--- src/rtl/mcs6530_bus_master_if.sv ---
// Command, response and 6502-side bus bundle for the mcs6530 bus master.
// The master modport is the initiator side; the slave modport is its user/responder side.
`timescale 1ns/1ps
interface mcs6530_bus_master_if #(
    parameter int ADDR_W = 10
);
    logic              cmd_valid;
    logic              cmd_ready;
    logic              cmd_write;
    logic              cmd_poll;
    logic [ADDR_W-1:0] cmd_addr;
    logic              cmd_rs0;
    logic [7:0]        cmd_wdata;
    logic [7:0]        cmd_mask;
    logic [7:0]        cmd_match;
    logic              rsp_valid;
    logic              rsp_ready;
    logic [7:0]        rsp_rdata;
    logic              rsp_noresp;
    logic              rsp_timeout;
    logic [7:0]        rsp_count;
    logic [ADDR_W-1:0] bus_addr;
    logic              bus_rs0;
    logic              bus_cs1;
    logic              bus_we_n;
    logic [7:0]        bus_do;
    logic [7:0]        bus_di;
    logic              bus_oe;

    modport master (
        input  cmd_valid, cmd_write, cmd_poll, cmd_addr, cmd_rs0,
        input  cmd_wdata, cmd_mask, cmd_match, rsp_ready, bus_di, bus_oe,
        output cmd_ready, rsp_valid, rsp_rdata, rsp_noresp, rsp_timeout,
        output rsp_count, bus_addr, bus_rs0, bus_cs1, bus_we_n, bus_do
    );

    modport slave (
        output cmd_valid, cmd_write, cmd_poll, cmd_addr, cmd_rs0,
        output cmd_wdata, cmd_mask, cmd_match, rsp_ready, bus_di, bus_oe,
        input  cmd_ready, rsp_valid, rsp_rdata, rsp_noresp, rsp_timeout,
        input  rsp_count, bus_addr, bus_rs0, bus_cs1, bus_we_n, bus_do
    );
endinterface

--- src/rtl/mcs6530_bus_master.sv ---
// 6502-side bus initiator: single read/write cycles plus masked read-poll,
// sequenced IDLE -> ADDR -> DATA -> TURN -> RESP with one idle cycle per read.
`timescale 1ns/1ps
module mcs6530_bus_master #(
    parameter int ADDR_W   = 10,
    parameter int POLL_MAX = 255
) (
    input  logic phi2,
    input  logic rst_n,
    mcs6530_bus_master_if.master bm
);
    typedef enum logic [2:0] {IDLE, ADDR, DATA, TURN, RESP} state_t;

    localparam logic [7:0] MAX = 8'(POLL_MAX);

    state_t            state, state_n;
    logic              write_q, poll_q, rs0_q;
    logic [ADDR_W-1:0] addr_q;
    logic [7:0]        wdata_q, mask_q, match_q;
    logic [7:0]        rdata_q, count_q;
    logic              noresp_q, timeout_q;
    logic              hit, spent, on;

    assign hit   = ((rdata_q ^ match_q) & mask_q) == 8'h00;
    assign spent = count_q == MAX;
    assign on    = (state == ADDR) || (state == DATA);

    always_comb begin
        state_n = state;
        unique case (state)
            IDLE: if (bm.cmd_valid) state_n = ADDR;
            ADDR: state_n = DATA;
            DATA: state_n = TURN;
            TURN: state_n = (!poll_q || hit || spent) ? RESP : ADDR;
            RESP: if (bm.rsp_ready) state_n = IDLE;
            default: state_n = IDLE;
        endcase
    end

    always_ff @(posedge phi2) begin
        if (!rst_n) begin
            state     <= IDLE;
            write_q   <= 1'b0;
            poll_q    <= 1'b0;
            rs0_q     <= 1'b0;
            addr_q    <= '0;
            wdata_q   <= 8'h00;
            mask_q    <= 8'h00;
            match_q   <= 8'h00;
            rdata_q   <= 8'h00;
            count_q   <= 8'h00;
            noresp_q  <= 1'b0;
            timeout_q <= 1'b0;
        end else begin
            state <= state_n;
            // acceptance also clears the previous response
            if (state == IDLE && bm.cmd_valid) begin
                write_q   <= bm.cmd_write;
                poll_q    <= bm.cmd_poll & ~bm.cmd_write;
                rs0_q     <= bm.cmd_rs0;
                addr_q    <= bm.cmd_addr;
                wdata_q   <= bm.cmd_wdata;
                mask_q    <= bm.cmd_mask;
                match_q   <= bm.cmd_match;
                rdata_q   <= 8'h00;
                count_q   <= 8'h00;
                noresp_q  <= 1'b0;
                timeout_q <= 1'b0;
            end
            if (state == DATA && !write_q) begin
                rdata_q  <= bm.bus_di;
                noresp_q <= noresp_q | ~bm.bus_oe;
                if (count_q != 8'hFF) count_q <= count_q + 8'd1;
            end
            if (state == TURN && poll_q && !hit && spent) timeout_q <= 1'b1;
        end
    end

    assign bm.cmd_ready   = state == IDLE;
    assign bm.rsp_valid   = state == RESP;
    assign bm.rsp_rdata   = rdata_q;
    assign bm.rsp_noresp  = noresp_q;
    assign bm.rsp_timeout = timeout_q;
    assign bm.rsp_count   = count_q;
    assign bm.bus_addr    = on ? addr_q : '0;
    assign bm.bus_rs0     = on & rs0_q;
    assign bm.bus_cs1     = on;
    assign bm.bus_we_n    = ~(on & write_q);
    assign bm.bus_do      = (on & write_q) ? wdata_q : 8'h00;
endmodule

--- src/flat_wrapper.sv ---
// flat-port wrapper written by rule: the top's interface ports become plain ports
module mcs6530_bus_master_flat 
#(
    parameter int ADDR_W   = 10,
    parameter int POLL_MAX = 255
)
  (phi2, rst_n, bm_cmd_valid, bm_cmd_write, bm_cmd_poll, bm_cmd_addr, bm_cmd_rs0, bm_cmd_wdata, bm_cmd_mask, bm_cmd_match, bm_rsp_ready, bm_bus_di, bm_bus_oe, bm_cmd_ready, bm_rsp_valid, bm_rsp_rdata, bm_rsp_noresp, bm_rsp_timeout, bm_rsp_count, bm_bus_addr, bm_bus_rs0, bm_bus_cs1, bm_bus_we_n, bm_bus_do);
  mcs6530_bus_master_if #(.ADDR_W(ADDR_W)) bm_i ();
  input  logic phi2;
  input  logic rst_n;
  input wire logic [$bits(bm_i.cmd_valid)-1:0] bm_cmd_valid;
  input wire logic [$bits(bm_i.cmd_write)-1:0] bm_cmd_write;
  input wire logic [$bits(bm_i.cmd_poll)-1:0] bm_cmd_poll;
  input wire logic [$bits(bm_i.cmd_addr)-1:0] bm_cmd_addr;
  input wire logic [$bits(bm_i.cmd_rs0)-1:0] bm_cmd_rs0;
  input wire logic [$bits(bm_i.cmd_wdata)-1:0] bm_cmd_wdata;
  input wire logic [$bits(bm_i.cmd_mask)-1:0] bm_cmd_mask;
  input wire logic [$bits(bm_i.cmd_match)-1:0] bm_cmd_match;
  input wire logic [$bits(bm_i.rsp_ready)-1:0] bm_rsp_ready;
  input wire logic [$bits(bm_i.bus_di)-1:0] bm_bus_di;
  input wire logic [$bits(bm_i.bus_oe)-1:0] bm_bus_oe;
  output wire logic [$bits(bm_i.cmd_ready)-1:0] bm_cmd_ready;
  output wire logic [$bits(bm_i.rsp_valid)-1:0] bm_rsp_valid;
  output wire logic [$bits(bm_i.rsp_rdata)-1:0] bm_rsp_rdata;
  output wire logic [$bits(bm_i.rsp_noresp)-1:0] bm_rsp_noresp;
  output wire logic [$bits(bm_i.rsp_timeout)-1:0] bm_rsp_timeout;
  output wire logic [$bits(bm_i.rsp_count)-1:0] bm_rsp_count;
  output wire logic [$bits(bm_i.bus_addr)-1:0] bm_bus_addr;
  output wire logic [$bits(bm_i.bus_rs0)-1:0] bm_bus_rs0;
  output wire logic [$bits(bm_i.bus_cs1)-1:0] bm_bus_cs1;
  output wire logic [$bits(bm_i.bus_we_n)-1:0] bm_bus_we_n;
  output wire logic [$bits(bm_i.bus_do)-1:0] bm_bus_do;
  assign bm_i.cmd_valid = bm_cmd_valid;
  assign bm_i.cmd_write = bm_cmd_write;
  assign bm_i.cmd_poll = bm_cmd_poll;
  assign bm_i.cmd_addr = bm_cmd_addr;
  assign bm_i.cmd_rs0 = bm_cmd_rs0;
  assign bm_i.cmd_wdata = bm_cmd_wdata;
  assign bm_i.cmd_mask = bm_cmd_mask;
  assign bm_i.cmd_match = bm_cmd_match;
  assign bm_i.rsp_ready = bm_rsp_ready;
  assign bm_i.bus_di = bm_bus_di;
  assign bm_i.bus_oe = bm_bus_oe;
  assign bm_cmd_ready = bm_i.cmd_ready;
  assign bm_rsp_valid = bm_i.rsp_valid;
  assign bm_rsp_rdata = bm_i.rsp_rdata;
  assign bm_rsp_noresp = bm_i.rsp_noresp;
  assign bm_rsp_timeout = bm_i.rsp_timeout;
  assign bm_rsp_count = bm_i.rsp_count;
  assign bm_bus_addr = bm_i.bus_addr;
  assign bm_bus_rs0 = bm_i.bus_rs0;
  assign bm_bus_cs1 = bm_i.bus_cs1;
  assign bm_bus_we_n = bm_i.bus_we_n;
  assign bm_bus_do = bm_i.bus_do;
  mcs6530_bus_master #(.ADDR_W(ADDR_W), .POLL_MAX(POLL_MAX)) u_core (.phi2(phi2), .rst_n(rst_n), .bm(bm_i));
endmodule
--- config.mk ---
export PLATFORM = sky130hd
export DESIGN_NAME = mcs6530_bus_master_flat
export DESIGN_NICKNAME = d
export VERILOG_FILES = /design/src/rtl/mcs6530_bus_master_if.sv /design/src/rtl/mcs6530_bus_master.sv /design/src/flat_wrapper.sv
export SDC_FILE = /design/constraint.sdc
export NUM_CORES = 1
export LEC_CHECK = 0
export ABC_AREA = 1
export CAP_MARGIN = 10
export CORE_MARGIN = 1
export CORE_UTILIZATION = 44
export DETAILED_ROUTE_END_ITERATION = 7
export PLACE_DENSITY = 0.79
export SYNTH_ARGS = -nofsm -noshare
export SYNTH_HDL_FRONTEND = slang
export SYNTH_SLANG_ARGS = --single-unit
--- constraint.sdc ---
create_clock -name phi2 -period 1.73 [get_ports phi2]
set_input_delay 0.2595 -clock phi2 [delete_from_list [all_inputs] [get_ports phi2]]
set_output_delay 0.2595 -clock phi2 [all_outputs]
set_load 0.01 [all_outputs]
==> results of run 1 <==
## synthesized netlist by cell type
cell       n
a211oi_1   2
a21oi_1   52
a21oi_2    1
buf_2      3
buf_4      1
buf_6      2
clkbuf_1   8
clkbuf_2   1
clkinv_1   1
dfxtp_1   58
ha_1       1
inv_1     48
inv_2      3
nand2_1   72
nand2_2    1
nand2_4    2
nand3_1   16
nand3_2    1
nand4_1    2
nor2_1    31
nor2_2     2
nor2_4     2
nor3_1     2
nor3_4     1
nor3b_2    1
o211ai_1   1
o21a_1     1
o21ai_0   30
o21ai_1    1
o22ai_1    1
o311ai_0   1
xnor2_1    1
## registers in the layout, summed over array words and instances (netlist names)
signal                 cells
u_core.addr_q             10
u_core.bm.rsp_count        8
u_core.bm.rsp_noresp       1
u_core.bm.rsp_rdata        8
u_core.bm.rsp_timeout      1
u_core.mask_q              8
u_core.match_q             8
u_core.poll_q              1
u_core.rs0_q               1
u_core.state               3
u_core.wdata_q             8
u_core.write_q             1
## final cells by class
cell class | instances | area, um2
fillers | 451 | 1750
flip-flops and latches | 58 | 1160
multi-input cells | 225 | 1110
repair buffers | 107 | 1010
inverters | 52 | 195
clock buffers | 15 | 176
well taps | 72 | 90.1
clock inverters | 1 | 7.51
## power by group
| group | switching, mW | internal [mW] |
|---|---|---|
| Sequential | 0.0672 | 1.47 |
| Combinational | 0.432 | 0.379 |
| Clock | 0.498 | 0.639 |
| Total | 0.997 | 2.49 |
## metrics by stage
step	util [%]	hold WS (ns)	setup WS (ns)	TNS (ns)	cell area, um2
after floorplan	-	0.398	0.255	0	2520
after global placement	64.8	0.438	0.0158	0	3570
after detailed placement	64.8	0.443	-0.0914	-0.520	3570
after CTS	68.2	0.453	-0.0120	-0.0120	3750
after global routing	68.2	0.478	-0.0218	-0.0499	3750
final	68.2	0.448	0.0645	0	3750
## cells by family (layout without fill, tap and decap cells)
logic type | count (synthesis) | in the layout
XOR/XNOR | 1 | 1
buffers and inverters | 67 | 175
AO/OA/AOI/OAI | 90 | 90
flip-flops | 58 | 58
adder cells (fa/ha/maj) | 1 | 1
AND/OR/NAND/NOR | 133 | 133
## critical path, cell delays in order (launching register included)
cell and delay [ns]:
dfxtp_2 0.34, nor2_1 0.05, inv_1 0.08, nand3_2 0.09, inv_2 0.09, nand2_4 0.09
nor2_1 0.11, clkdlybuf4s15_2 0.23
## metal layers
layer / wire length, um / vias up
li1: - / 1322
met1: 2730 / 1160
met2: 3050 / 80
met3: 387 / 10
met4: 96 / 0
met5: 0 / -
## worst max-delay path by stage
stage | startpoint | slack [ns] | endpoint
after global routing | u_core.state[0] | -0.02 | bm_bus_do[2]
final | u_core.state[0] | 0.06 | bm_bus_do[4]
after CTS | u_core.state[0] | -0.01 | bm_bus_do[6]
after detailed placement | u_core.state[0] | -0.09 | bm_bus_do[6]
after global placement | u_core.state[0] | 0.02 | bm_bus_do[4]
after floorplan | u_core.bm.rsp_count[1] | 0.25 | u_core.bm.rsp_count[4]
## what timing repair did
item / CTS / global route
gates resized for setup: 43 / 25
endpoints found under the setup margin: 23 / 27
buffers inserted: 0 / 2
pin swaps: 0 / 1
==> results by group, run 1 <==
Timing
  • Tcrit/Tclk final: 96.3%
  • Crit path time final: 1.67 ns
  • Final setup fails: 0
  • Max Slew Vio Count: 0
  • Final hold viol count: 0
  • F_max: 0.600 GHz
  • Worst Tran Pin Value: 0.338 ns
  • Clock Skews: 0.00717 ns
  • RSZ-0062 raised after global routing: true
  • Slew HR: 77.2%

Cells and area
  • Most frequent cells in the layout: nand2_1, clkdlybuf4s50_1, dfxtp_1
  • Commonest non-fill, non-tap cell in the layout: nand2_1
  • Final std cells w/o fill: 530
  • Final net count: 504
  • Ant. Diodes: 0
  • Area grow syn2layout: 49.1%
  • Layout cell share with drive strength beyond 1: 14.2%

Min path
  • Hold path depth: 2
  • Hold_sp: u_core.addr_q[9]
  • Hold EP: u_core.addr_q[9]
  • Hold Path Class: reg -> reg

Floorplan
  • Initial Util: 45.7%
  • DIE WIDTH: 77.7 um
  • # rows: 27
  • Core box area: 5510 um2
  • Ports: 91
  • Die Y: 77.7 um
  • Die area: 6030 um2

Clock tree
  • Root buffer cell: clkbuf_8
  • Max Root-Sink Buffers: 2
  • Total CTS buffers: 9
  • CTS tree: built
  • H-tree levels: 3
  • Worst-Skew Late Latency: 0.33 ns
  • Clock transition at path regs: 0.06 ns
  • Sink Count: 58
  • Hold-fix buffers, CTS: 0

Global route
  • Initial antenna violation count: 0
  • Tot GR Track Use: 22.1%
  • M1 GR Usage: 24.8%
  • Met3 usage: 8.00%
  • Grt peak-use layer: met2
  • GR Layer Usage met2: 38.3%
  • Gr ovfl total: 0
  • Number of global-route vias before repair: 2424
  • Largest net degree at the start of global routing: 51
  • First-pass GRT wire length: 10400 um

Detailed routing
  • Via density: 4.85
  • Iter 0 DRT Violations: 110
  • Routed len/inst: 11.8 um
  • Drt first pass iters: 5
  • Remaining DRCs: 0
  • Post-DRT Antenna Nets: 0
  • Vias: 2572
  • WL final: 6270 um

Pwr
  • Worst vdd ir: 0.000637 V
  • Design Power: 3.48 mW
  • Pwr dens: 928 nW/um2
  • Leak: 1.50 nW

Setup path
  • Setup crit start kind: flip-flop
  • CP Class: reg -> out
  • Flop2flop setup slack: 0.16 ns
  • FF-to-FF Start: u_core.bm.rsp_count[1]
  • Worst R2R Path Depth: 7
  • WP data arrival: 1.41 ns
  • CP required: 1.47 ns
  • Critical Path End Type: output port
  • Crit-path max FO: 9
  • Worst r2r dst: u_core.bm.rsp_count[4]

Synth
  • Yosys warning count: 0
  • Syn_nets: 401
  • Yosys top cell by area: dfxtp_1
  • Netlist cell types: 32
  • Top cells by area, synth: dfxtp_1, nand2_1, a21oi_1
  • Adder-cell share of the synthesized area: 0.497%
  • Main combinational cell family by area after synthesis: simple AND/OR/NAND/NOR gates
  • Compound-cell area share of the yosys netlist: 18.6%
  • Seq cells post-synth: 58
  • Synth Cell Area: 2520 um2
  • Post-synthesis sequential area ratio: 46.1%
  • Gate Count Post-Synth: 350
  • Simple-gate share of the synthesized area: 23.5%
  • Syn avg cell area: 7.20 um2
  • Yosys top cell area share: 46.1%
  • Post-synthesis mux area share: 0%
  • Post-Synth XOR/XNOR Area: 0.348%

Job
  • MaxCap Viol Count: 0

Outcome
  • Outcome: complete, no violations

Placement
  • # port buffers: 90
  • Placer congestion estimate: 0.775
  • # placed instances: 512
  • Post-DP HPWL: 4510 um
Note: power is estimated with default switching activity, not from simulation.
==> run 2: changes to the inputs <==
- ABC_AREA: 1 -> default
- CORE_UTILIZATION: 44 -> 45
- PLACE_DENSITY: 0.79 -> 0.8
==> run 2 against run 1 <==
Net effect:
- non-clock buffer count up 15
- final area rose by 6.8%
- first-iteration DRC count rose by 74%
- clock power rose by 12%
- the run now ends with setup timing left
- flip-flop and latch count unchanged
- area after synthesis up 0.70%
- cell count down 6.4%
- combinational power increased by 50%
- synthesized cell count is 11% lower
- power rose by 16%
- wire length is 27% higher
- core utilization rose by 7.9 points
==> results by group, run 2 <==
Detailed routing
  • Post-DRT Antenna Nets: 0 (unchanged)
  • Vias: 2702 (+5.1%)
  • WL final: 7960 um (+27%)
  • Via density: 5.45 (+12%)
  • Iter 0 DRT Violations: 191 (+74%)
  • Drt first pass iters: 6 (+1)
  • Routed len/inst: 16.0 um (+36%)
  • Remaining DRCs: 0 (unchanged)

Clock tree
  • H-tree levels: 3 (unchanged)
  • Root buffer cell: clkbuf_8
  • CTS tree: built
  • Max Root-Sink Buffers: 2 (unchanged)
  • Hold-fix buffers, CTS: 0 (unchanged)
  • Worst-Skew Late Latency: 0.33 ns (about the same)
  • Total CTS buffers: 9 (unchanged)
  • Sink Count: 58 (unchanged)
  • Clock transition at path regs: 0.07 ns (about the same)

Cells and area
  • Final net count: 472 (-6.3%)
  • Final core occ: 76.1% (+7.9 points)
  • Ant. Diodes: 0 (unchanged)
  • Layout cell share with drive strength beyond 1: 23.2% (+9.0 points)
  • Area grow syn2layout: 58.1%
  • Largest register FFs: 10 (unchanged)
  • Post-route cell area: 4010 um2 (+6.8%)
  • Most frequent cells in the layout: nand2_1, clkdlybuf4s50_1, dfxtp_1
  • Largest Register: u_core.addr_q
  • # fillers: 385 (-15%)
  • Commonest non-fill, non-tap cell in the layout: nand2_1

Timing
  • Max Slew Vio Count: 0 (unchanged)
  • Final setup fails: 10 (+10)
  • WHS: 0.453 ns (+0.00493 ns)
  • Crit path time final: 1.83 ns (+0.169 ns)
  • Slew HR: 61.8% (-15 points)
  • F_max: 0.545 GHz (-9.2%)
  • Clock Skews: 0.00793 ns (+0.000761 ns)
  • Worst Tran Pin Value: 0.573 ns (+0.235 ns)
  • RSZ-0062 raised after global routing: true
  • Final TNS setup: -0.728 ns (-0.728 ns)
  • Final worst slack: -0.105 ns (-0.169 ns)
  • Final hold viol count: 0 (unchanged)
  • Tcrit/Tclk final: 106% (+9.8 points)

Synth
  • Top cells by area, synth: dfxtp_1, nand2_1, a21oi_1
  • Seq cells post-synth: 58 (unchanged)
  • Synth Flop Type: dfxtp_1
  • Yosys warning count: 0 (unchanged)
  • Syn avg cell area: 8.13 um2 (+13%)
  • EDFF count, synth: 0 (unchanged)
  • Synth cell count leaders: nand2_1, dfxtp_1, a21oi_1, nand3_1, and2_1
  • Gate Count Post-Synth: 312 (-11%)
  • Syn_nets: 363 (-9.5%)
  • Post-synthesis sequential area ratio: 45.8% (-0.32 points)
  • Synth Cell Area: 2540 um2 (+0.70%)
  • Synth async-reset ratio: 0% (unchanged)
  • Yosys top cell area share: 45.8% (-0.32 points)
  • Netlist cell types: 47 (+47%)
  • Yosys top cell by area: dfxtp_1
  • Most frequent cell after synthesis: nand2_1

Setup path
  • CP required: 1.47 ns (about the same)
  • Flop2flop setup slack: 0.04 ns (-0.12 ns)
  • Crit-path max FO: 6 (-3)
  • Slowest stage delay, CP: 0.35 ns (about the same)
  • CP cell instances: xnor2_4 -> nor2_4 -> buf_4 -> buf_6 -> buf_4 -> and3_4 -> buf_6
  • Critical Path End Type: output port
  • WP data arrival: 1.58 ns (+0.17 ns)
  • Setup crit start kind: flip-flop
  • CP Class: reg -> out
  • Slowest CP cell: dfxtp_2

Global route
  • Largest net degree at the start of global routing: 53 (+3.9%)
  • Number of global-route vias before repair: 2499 (+3.1%)
  • Gr ovfl total: 0 (unchanged)
  • Initial antenna violation count: 0 (unchanged)
  • Tot GR Track Use: 25.9% (+3.9 points)
  • First-pass GRT wire length: 12100 um (+16%)

Floorplan
  • DIE WIDTH: 77.1 um (-0.75%)
  • Core box area: 5270 um2 (-4.3%)
  • Ports: 91 (unchanged)
  • Die area: 5940 um2 (-1.5%)
  • # rows: 26 (-3.7%)
  • Die Y: 77.1 um (-0.75%)
  • Initial Util: 48.1% (+2.4 points)

Pwr
  • Pwr dens: 1010 nW/um2 (+8.5%)
  • Design Power: 4.04 mW (+16%)
  • Worst vdd ir: 0.000709 V (+11%)
  • Leak: 1.58 nW (+5.1%)

Placement
  • DP Area: 3560 um2 (-0.21%)
  • Placer congestion estimate: 0.799 (+3.1%)
  • # port buffers: 90 (unchanged)
  • Post-DP HPWL: 4600 um (+1.8%)

Outcome
  • Outcome: finished, violations left
  • Failing checks: setup timing

Min path
  • Hold Path Class: reg -> reg

Job
  • MaxCap Viol Count: 0 (unchanged)
==> run 2: cell count changes after synthesis, moves of 12 or more <==
cell and delta:
nor2_1 -26, nand2_1 +15, and2_1 +12, inv_1 -46
o21ai_0 -28
==> run 2: cells by family after synthesis <==
| family | synth area share [%] |
|---|---|
| and+or+nand+nor | 28.1 |
| AOI/OAI and AO/OA | 16.8 |
| DFF | 45.8 |
| buffers and inverters | 5.67 |
| xor gates and xnor gates | 3.11 |
| adders and majority gates | 0.493 |
==> run 2: layer usage <==
layer	vias to the layer above	share of wire (%)	track usage, %
met4	0	2.7	14.3
met3	20	5.3	4.17
met5	-	0	0
li1	1284	-	-
met1	1273	42	32.0
met2	125	50	43.0
==> run 2: path summary, 6_finish.rpt <==
kind	start	end	cells past startpoint
hold / removal	u_core.addr_q[8]	u_core.addr_q[8]	2
hold reg to reg	u_core.addr_q[8]	u_core.addr_q[8]	2
setup reg to reg	u_core.state[0]	u_core.bm.rsp_count[4]	4
setup / recovery	u_core.state[1]	bm_bus_do[2]	7
==> run 2: final cells by class <==
| cell class | count | area, um2 | share of cell area (%) |
|---|---|---|---|
| clock buffers | 12 | 155 | 3.87 |
| well taps | 70 | 87.6 | 2.18 |
| inverters | 3 | 11.3 | 0.281 |
| flip-flops and latches | 58 | 1170 | 29.2 |
| clock inverters | 4 | 50.0 | 1.25 |
| multi-input cells | 227 | 1350 | 33.7 |
| repair buffers | 122 | 1180 | 29.5 |
==> run 2: where the power goes <==
group / internal, mW / total [mW] / switching, mW
logic: 0.642 / 1.22 / 0.573
registers: 1.45 / 1.54 / 0.0890
clock network: 0.742 / 1.28 / 0.537
total: 2.84 / 4.04 / 1.20
==> run 2: worst max-delay path: cells and delay by family, from the launching register on <==
family	cells	cell delay (ns)
buffers and inverters	4	0.50
flip-flops	1	0.35
XOR/XNOR	1	0.20
AND/OR/NAND/NOR	2	0.20
==> run 2: timing repair <==
item | in CTS | in global routing
gates cloned | 1 | 1
resized for setup | 125 | 12
buffers inserted | 11 | 1
setup endpoints to repair | 25 | 76
pin swaps | 17 | 5
==> run 2: metrics by stage <==
step | instances | setup slack [ns]
global route | 496 | -0.143
global placement | 467 | -0.257
CTS | 495 | -0.102
floorplan | 312 | 0.130
detailed placement | 467 | -0.304
finish | 496 | -0.105
==> run 3: changes to the inputs <==
- ABC_CLOCK_PERIOD_IN_PS: default -> 2000
- CTS_CLUSTER_SIZE: default -> 14
- clock period: 1.73 -> 2 ns (I/O delays scaled with it)
==> run 3 against run 2 <==
Net effect:
- the run now ends clean
- combinational power down 35%
- register-to-register slack better by 0.14 ns
- global-route usage down 2.7 points
- power down 23%
- final area down 6.8%
- clock-buffer cell count up 2
- wire length down 19%
- clock skew down 0.0012 ns
==> results by group, run 3 (synthesized netlist as in run 2, its figures left out) <==
Floorplan
  • # rows: 26 (unchanged)
  • DIE WIDTH: 77.1 um (unchanged)
  • Die area: 5940 um2 (unchanged)
  • Die Y: 77.1 um (unchanged)
  • Initial Util: 48.1% (unchanged)
  • Ports: 91 (unchanged)
  • Core box area: 5270 um2 (unchanged)

Detailed routing
  • Routed len/inst: 13.5 um (-16%)
  • Vias: 2490 (-7.8%)
  • Iter 0 DRT Violations: 183 (-4.2%)
  • Via density: 5.20 (-4.6%)
  • Post-DRT Antenna Nets: 0 (unchanged)
  • WL final: 6490 um (-19%)
  • Drt first pass iters: 5 (-1)
  • Remaining DRCs: 0 (unchanged)

Cells and area
  • Most frequent cells in the layout: nand2_1, clkdlybuf4s50_1, dfxtp_1
  • Ant. Diodes: 0 (unchanged)
  • Area grow syn2layout: 47.4%
  • Final std cells w/o fill: 479 (-3.4%)
  • # fillers: 449 (+17%)
  • Layout cell share with drive strength beyond 1: 11.0% (-12 points)
  • Final net count: 455 (-3.6%)
  • Largest register FFs: 10 (unchanged)
  • Commonest non-fill, non-tap cell in the layout: nand2_1
  • Largest Register: u_core.addr_q

Setup path
  • Flop2flop setup slack: 0.18 ns (+0.14 ns)
  • Crit-path max FO: 7 (+1)
  • Crit. Startpoint: u_core.state[0]
  • Worst R2R Path Depth: 5 (+1)
  • FF-to-FF Start: u_core.state[1]
  • CP Class: reg -> out
  • Setup crit start kind: flip-flop
  • Crit path to: bm_bus_addr[8]
  • Critical Path End Type: output port
  • Worst r2r dst: u_core.poll_q
  • WP data arrival: 1.63 ns (+0.05 ns)
  • CP required: 1.70 ns (+0.23 ns)

Timing
  • Worst Tran Pin Value: 0.544 ns (-0.0293 ns)
  • F_max: 0.517 GHz
  • Final hold viol count: 0 (unchanged)
  • Crit path time final: 1.93 ns
  • Final setup fails: 0 (-10)
  • Clock Skews: 0.00678 ns (-0.00115 ns)
  • Final TNS setup: 0 ns (+0.728 ns)
  • Tcrit/Tclk final: 96.7%
  • Slew HR: 63.7% (+2.0 points)
  • RSZ-0062 raised after global routing: false
  • Max Slew Vio Count: 0 (unchanged)

Placement
  • # placed instances: 459 (-1.7%)
  • Placer congestion estimate: 0.767 (-4.0%)
  • Post-DP HPWL: 4290 um (-6.7%)
  • # port buffers: 90 (unchanged)

Clock tree
  • Max Root-Sink Buffers: 2 (unchanged)
  • Root buffer cell: clkbuf_8
  • CTS tree: built
  • H-tree levels: 3 (unchanged)
  • Worst-Skew Late Latency: 0.33 ns (about the same)
  • Total CTS buffers: 9 (unchanged)
  • Clock transition at path regs: 0.06 ns (about the same)
  • Sink Count: 58 (unchanged)

Pwr
  • Pwr dens: 835 nW/um2 (-17%)
  • Worst vdd ir: 0.000498 V (-30%)
  • Leak: 1.52 nW (-3.5%)

Min path
  • Hold path depth: 2 (unchanged)
  • Hold Path Class: reg -> reg

Global route
  • Gr ovfl total: 0 (unchanged)
  • Largest net degree at the start of global routing: 53 (unchanged)
  • Number of global-route vias before repair: 2331 (-6.7%)
  • First-pass GRT wire length: 10900 um (-10%)
  • Tot GR Track Use: 23.2% (-2.7 points)
  • Initial antenna violation count: 0 (unchanged)

Outcome
  • Outcome: complete, no violations

Job
  • MaxCap Viol Count: 0 (unchanged)
==> run 3: final cells by class <==
cell class	instances	area (um2)	share of cell area, %
clock buffers	14	173	4.62
clock inverters	2	10.0	0.268
inverters	3	11.3	0.301
multi-input cells	227	1260	33.8
flip-flops and latches	58	1170	31.2
well taps	70	87.6	2.34
repair buffers	105	1030	27.5
==> run 3: through the flow <==
stage	util [%]	cell area, um2	worst slack [ns]	power, mW	hold slack, ns
global placement	66.4	3500	-0.0562	2.06	0.438
floorplan	-	2540	0.400	1.76	0.432
CTS	70.3	3700	0.0130	3.10	0.450
finish	70.9	3740	0.0653	3.12	0.449
global route	70.9	3740	0.00225	3.27	0.470
detailed placement	66.4	3500	-0.0928	2.08	0.442
==> run 3: how the worst min path moves through the flow <==
| stage | start | to | slack [ns] |
|---|---|---|---|
| CTS | u_core.wdata_q[6] | u_core.wdata_q[6] | 0.45 |
| global route | u_core.wdata_q[0] | u_core.wdata_q[0] | 0.47 |
| finish | u_core.wdata_q[0] | u_core.wdata_q[0] | 0.45 |
| detailed placement | u_core.wdata_q[6] | u_core.wdata_q[6] | 0.44 |
| floorplan | u_core.addr_q[0] | u_core.addr_q[0] | 0.43 |
| global placement | u_core.addr_q[4] | u_core.addr_q[4] | 0.44 |
==> run 3: critical path, stage by stage (launching register included) <==
cell           delay, ns
dfxtp_4             0.41
xnor2_4             0.14
nor2_2              0.06
buf_4               0.15
buf_6               0.12
and2_1              0.14
dlygate4sd2_1       0.28
==> run 3: power breakdown <==
group	leakage (nW)	internal (mW)	switching, mW	total (mW)
sequential	0.475	1.26	0.0805	1.34
clock	0.0965	0.548	0.443	0.991
combinational	0.951	0.398	0.393	0.792
total	1.52	2.21	0.917	3.12
==> run 3: timing repair <==
action | CTS | global route
hold buffers | 0 | 0
buffers inserted | 1 | 1
hold endpoints to repair | 0 | 0
cloned | 2 | 0
pin swaps | 0 | 1
gates resized for setup | 31 | 5
endpoints found under the setup margin | 22 | 17
==> run 3: routing by layer <==
metal,vias to the layer above,part of all wire [%],GRT usage [%]
met4,0,2.2,11.3
met3,13,4.5,3.81
met5,-,0,0
li1,1249,-,-
met1,1147,43,28.6
met2,81,50,39.2
